File: src/rtl/mux_reg_nx1_if.sv
// Handshake/bus bundle for mux_reg_nx1.
// sel_load exists only when MUX_SEL_LATCH_EN is defined.
interface mux_reg_nx1_if #(
    parameter int WIDTH  = 3,
    parameter int NUM_IN = 4
);
    localparam int SEL_W = $clog2(NUM_IN);

    logic [NUM_IN*WIDTH-1:0] in_bus;
    logic [SEL_W-1:0]        sel;
    logic                    in_valid;
    logic                    in_ready;
    logic [WIDTH-1:0]        out_data;
    logic                    out_valid;
    logic                    out_ready;
    logic                    sel_err;
`ifdef MUX_SEL_LATCH_EN
    logic                    sel_load;
`endif

    modport master (
`ifdef MUX_SEL_LATCH_EN
        output sel_load,
`endif
        output in_bus,
        output sel,
        output in_valid,
        input  in_ready,
        input  out_data,
        input  out_valid,
        output out_ready,
        input  sel_err
    );

    modport slave (
`ifdef MUX_SEL_LATCH_EN
        input  sel_load,
`endif
        input  in_bus,
        input  sel,
        input  in_valid,
        output in_ready,
        output out_data,
        output out_valid,
        input  out_ready,
        output sel_err
    );
endinterface

File: src/rtl/mux_reg_nx1.sv
// N:1 W-bit selector with a one-entry registered valid/ready output stage.
// Define MUX_SEL_LATCH_EN to capture from a held select register (sel_q).
module mux_reg_nx1 #(
    parameter int WIDTH  = 3,
    parameter int NUM_IN = 4
) (
    input logic           clk,
    input logic           reset,
    mux_reg_nx1_if.slave  bus
);
    localparam int SEL_W = $clog2(NUM_IN);

    localparam logic [0:0] EMPTY = 1'b0;
    localparam logic [0:0] FULL  = 1'b1;

    logic [0:0]       state;
    logic [WIDTH-1:0] data_q;
    logic             err_q;
    logic [SEL_W-1:0] sel_eff;
    logic [WIDTH-1:0] mux_word;
    logic             sel_oor;
    logic             capture;

`ifdef MUX_SEL_LATCH_EN
    logic [SEL_W-1:0] sel_q;

    always_ff @(posedge clk) begin
        if (reset) begin
            sel_q <= '0;
        end else if (bus.sel_load) begin
            sel_q <= bus.sel;
        end
    end

    // A load in the capture cycle bypasses the register.
    assign sel_eff = bus.sel_load ? bus.sel : sel_q;
`else
    assign sel_eff = bus.sel;
`endif

    assign sel_oor = int'(sel_eff) >= NUM_IN;

    always_comb begin
        mux_word = '0;
        for (int k = 0; k < NUM_IN; k++) begin
            if (sel_eff == SEL_W'(k)) begin
                mux_word = bus.in_bus[k*WIDTH +: WIDTH];
            end
        end
    end

    assign bus.out_valid = (state == FULL);
    assign bus.in_ready  = !bus.out_valid || bus.out_ready;
    assign capture       = bus.in_valid && bus.in_ready;

    always_ff @(posedge clk) begin
        if (reset) begin
            state  <= EMPTY;
            data_q <= '0;
            err_q  <= 1'b0;
        end else if (capture) begin
            state  <= FULL;
            data_q <= mux_word;
            err_q  <= sel_oor;
        end else if (state == FULL && bus.out_ready) begin
            state  <= EMPTY;
        end
    end

    assign bus.out_data = data_q;
    assign bus.sel_err  = err_q;
endmodule

File: src/flat_wrapper.sv
// flat-port wrapper written by rule: the top's interface ports become plain ports
module mux_reg_nx1_flat 
#(
    parameter int WIDTH  = 3,
    parameter int NUM_IN = 4
)
  (clk, reset, bus_in_bus, bus_sel, bus_in_valid, bus_in_ready, bus_out_data, bus_out_valid, bus_out_ready, bus_sel_err);
  mux_reg_nx1_if #(.WIDTH(WIDTH), .NUM_IN(NUM_IN)) bus_i ();
  input logic clk;
  input logic reset;
  input wire logic [$bits(bus_i.in_bus)-1:0] bus_in_bus;
  input wire logic [$bits(bus_i.sel)-1:0] bus_sel;
  input wire logic [$bits(bus_i.in_valid)-1:0] bus_in_valid;
  output wire logic [$bits(bus_i.in_ready)-1:0] bus_in_ready;
  output wire logic [$bits(bus_i.out_data)-1:0] bus_out_data;
  output wire logic [$bits(bus_i.out_valid)-1:0] bus_out_valid;
  input wire logic [$bits(bus_i.out_ready)-1:0] bus_out_ready;
  output wire logic [$bits(bus_i.sel_err)-1:0] bus_sel_err;
  assign bus_i.in_bus = bus_in_bus;
  assign bus_i.sel = bus_sel;
  assign bus_i.in_valid = bus_in_valid;
  assign bus_in_ready = bus_i.in_ready;
  assign bus_out_data = bus_i.out_data;
  assign bus_out_valid = bus_i.out_valid;
  assign bus_i.out_ready = bus_out_ready;
  assign bus_sel_err = bus_i.sel_err;
  mux_reg_nx1 #(.WIDTH(WIDTH), .NUM_IN(NUM_IN)) u_core (.clk(clk), .reset(reset), .bus(bus_i));
endmodule
File: config.mk
export PLATFORM = sky130hd
export DESIGN_NAME = mux_reg_nx1_flat
export DESIGN_NICKNAME = d
export VERILOG_FILES = /design/src/rtl/mux_reg_nx1_if.sv /design/src/rtl/mux_reg_nx1.sv /design/src/flat_wrapper.sv
export SDC_FILE = /design/constraint.sdc
export NUM_CORES = 1
export LEC_CHECK = 0
export ABC_CLOCK_PERIOD_IN_PS = 1000
export CAP_MARGIN = 20
export CORE_AREA = 3 3 40 42
export DETAILED_ROUTE_END_ITERATION = 6
export DIE_AREA = 0 0 43 45
export HOLD_SLACK_MARGIN = 0.08
export PLACE_DENSITY_LB_ADDON = 0.3
export SLEW_MARGIN = 0
export SYNTH_ARGS = -nofsm -noshare
export SYNTH_HDL_FRONTEND = slang
export SYNTH_SLANG_ARGS = --single-unit
File: constraint.sdc
create_clock -name clk -period 1 [get_ports clk]
set_input_delay 0.15 -clock clk [delete_from_list [all_inputs] [get_ports clk]]
set_output_delay 0.15 -clock clk [all_outputs]
set_load 0.02 [all_outputs]
==> impl_metrics.tcl <==
set metrics [dict create \
    outcome "finished clean" \
    startpoint_type "register" \
    hp-class "input pin to register" \
    crit_fanout 2 \
    io_buffers 22 \
    p_int_w 0.0004006 \
    ys_top_cells_by_area "dfxtp_1, mux4_1, a21bo_2, a21oi_1, nand3_1" \
    syn_area_sq_um 250.2 \
    synth_seq_cells 4 \
    place_inst 58 \
    power.density_mw_per_mm2 1053 \
    muxShareOfSynthArea 0.3150 \
    fp.dieArea_sq_mm 0.001935 \
    holdWs_ns 0.3720 \
    cp_slowest_cell "dfxtp_1" \
    grt_usage 0.07782 \
    p_seq_frac 0.333 \
    synth.distinct_cells 10 \
    die_h_um 45 \
    max-cap-violations 0 \
    nets 66 \
    cts_root_buffer "clkbuf_4" \
    dp_slack_ns -0.5333 \
    synth_top_area_share 0.3200 \
    path_class "register to output port" \
    switchingPower_w 0.0001356 \
    clkPwrFrac 0.366 \
    cp_cell_sequence "clkdlybuf4s15_2" \
    max_freq_ghz 1.048 \
    synthSimpleGateAreaFrac 0.08500 \
    synth_top_family_by_area "multiplexers" \
    finalMaxSlewViolations 0 \
    antenna_found_initial 0 \
    ant_nets 0 \
    skew_ns 0.001953 \
    place_congestion 0.6032 \
    drtIter0Drc 4 \
    crit_arrival_ns 0.80 \
    synth_xor_area_frac 0 \
    yosys_warnings 0 \
    finalSetupViolations 0 \
    peakVddDrop_mv 0.3109 \
    areaGrowthSynthToFinish_pct 103.5 \
    htree_num_levels 1 \
    detail_route.wl_per_cell_um 11.89 \
    rows 13 \
    die_w_um 43 \
    vias 275 \
    syn_nets 40 \
    clk_latency_ns 0.23 \
    wirelength_um 725 \
    seq_area_frac_synth 0.3200 \
    grt_max_degree 8 \
    overflow 0 \
    swShare 0.2529 \
    period_needed_ns 0.9546 \
    rsz0062_at_grt "no" \
    critPathBufInv 1 \
    numCtsBuffers 3 \
    power_frac_comb 0.300 \
    grt_pass1_vias 249 \
    crit_family "flip-flops" \
    synth_compound_gate_area_share 0.2000 \
    layout_setup_ws_ns 0.04537 \
    design_power_total_w 0.0005363 \
    utilization 0.3963 \
    postCtsHoldBufs 0 \
    post_cts_buffers 0 \
    path_clk_slew_ns 0.04 \
    avgSynthCellArea_sq_um 11.37 \
    final_layout_size_suffix_gt1_frac 0.5217 \
    cts_tree "built" \
    drcViolationCount 0 \
    num_io_pins 24 \
    num_antenna_cells 0 \
    core_area_sq_mm 0.001285 \
    p_leak_nw 0.2314 \
    crit_path_end_kind "output port" \
    synthCells 22 \
    clock_path_buffers 2 \
    stdcell_count 61 \
    synthAdderAreaFrac 0 \
    dr.pass1.iters 2 \
    viasPerCell 4.508 \
    grt_pass1_wl_um 1041 \
    cts_sinks 4 \
    min_period_over_period 0.9546 \
    max_stage_delay_ns 0.31 \
    report.final.hold_viol_count 0 \
    initial_core_util 0.1947 \
    synth_area_leader_cell "dfxtp_1" \
    worstPathRequired_ns 0.85 \
]
## sequential cells by signal (all words and copies together), names as in the netlist
| register | flops |
|---|---|
| u_core.bus.out_data | 3 |
| u_core.bus.out_valid | 1 |
## routing by layer
metal	routed length, um	GRT usage
met5	0	0
met1	270	0.09291
met3	119	0.03586
met4	0	0.07229
met2	335	0.1018
## cell usage after synthesis (all sizes together)
library cell	n
a21bo	3
nand3	3
nand2b	1
conb	1
a21oi	4
dfxtp	4
mux4	3
inv	1
buf	2
## layout make-up
type,instances,area (sq um)
timing repair buffer,23,206.4
clock buffer,3,22.52
sequential,4,81.33
multi-input combinational,15,176.4
fill,143,775.7
inverter,1,3.754
tap,15,18.77
## what timing repair did
action | in CTS | in global routing
endpoints found under the setup margin | 8 | 6
pin swaps | 6 | 0
gates resized for setup | 38 | 9
## power by group through the flow
stage	sequential, W	combinational (W)	clock (W)
global route	0.000180	0.000173	0.000214
global placement	0.000180	0.000166	0
finish	0.000179	0.000161	0.000196
floorplan	0.000193	0.0000533	0
detailed placement	0.000180	0.000166	0
CTS	0.000178	0.000156	0.000207
## path summary, 6_finish.rpt
kind | startpoint | end | slack [ns] | cells after the start
max | u_core.bus.out_data[1] | bus_out_data[1] | 0.05 | 1
max reg2reg | u_core.bus.out_valid | u_core.bus.out_data[0] | 0.08 | 4
min reg2reg | u_core.bus.out_data[1] | u_core.bus.out_data[1] | 0.57 | 2
min | bus_out_ready | u_core.bus.out_valid | 0.37 | 4
## cells in the final DEF (no fill, tap or decap), drive strengths merged
| cell | count |
|---|---|
| dlygate4sd2 | 13 |
| clkbuf | 5 |
| a21oi | 4 |
| dfxtp | 4 |
| mux4 | 3 |
| nand3 | 3 |
| a21bo | 3 |
| buf | 3 |
| clkdlybuf4s50 | 2 |
| clkdlybuf4s15 | 2 |
| nand2b | 1 |
| inv | 1 |
| conb | 1 |
| dlymetal6s2s | 1 |
## cell families (layout without fill, tap and decap cells)
group | after synthesis | count (layout)
compound gates | 7 | 7
flops | 4 | 4
simple gates | 4 | 4
mux | 3 | 3
buf+inv | 3 | 27
other cells | 1 | 1
## worst min-delay path: stages
cell and delay [ns]:
dlymetal6s2s_1 0.09, nand2b_4 0.13, buf_6 0.12, a21oi_1 0.06
## stage by stage
| stage | setup TNS [ns] | cell area, sq um |
|---|---|---|
| after floorplan | 0 | 254.0 |
| after global placement | -2.309 | 485.5 |
| after detailed placement | -2.312 | 485.5 |
| after CTS | -0.02411 | 500.5 |
| after global routing | 0 | 509.2 |
| final | 0 | 509.2 |
No activity file was read; power rests on OpenSTA's default activity.
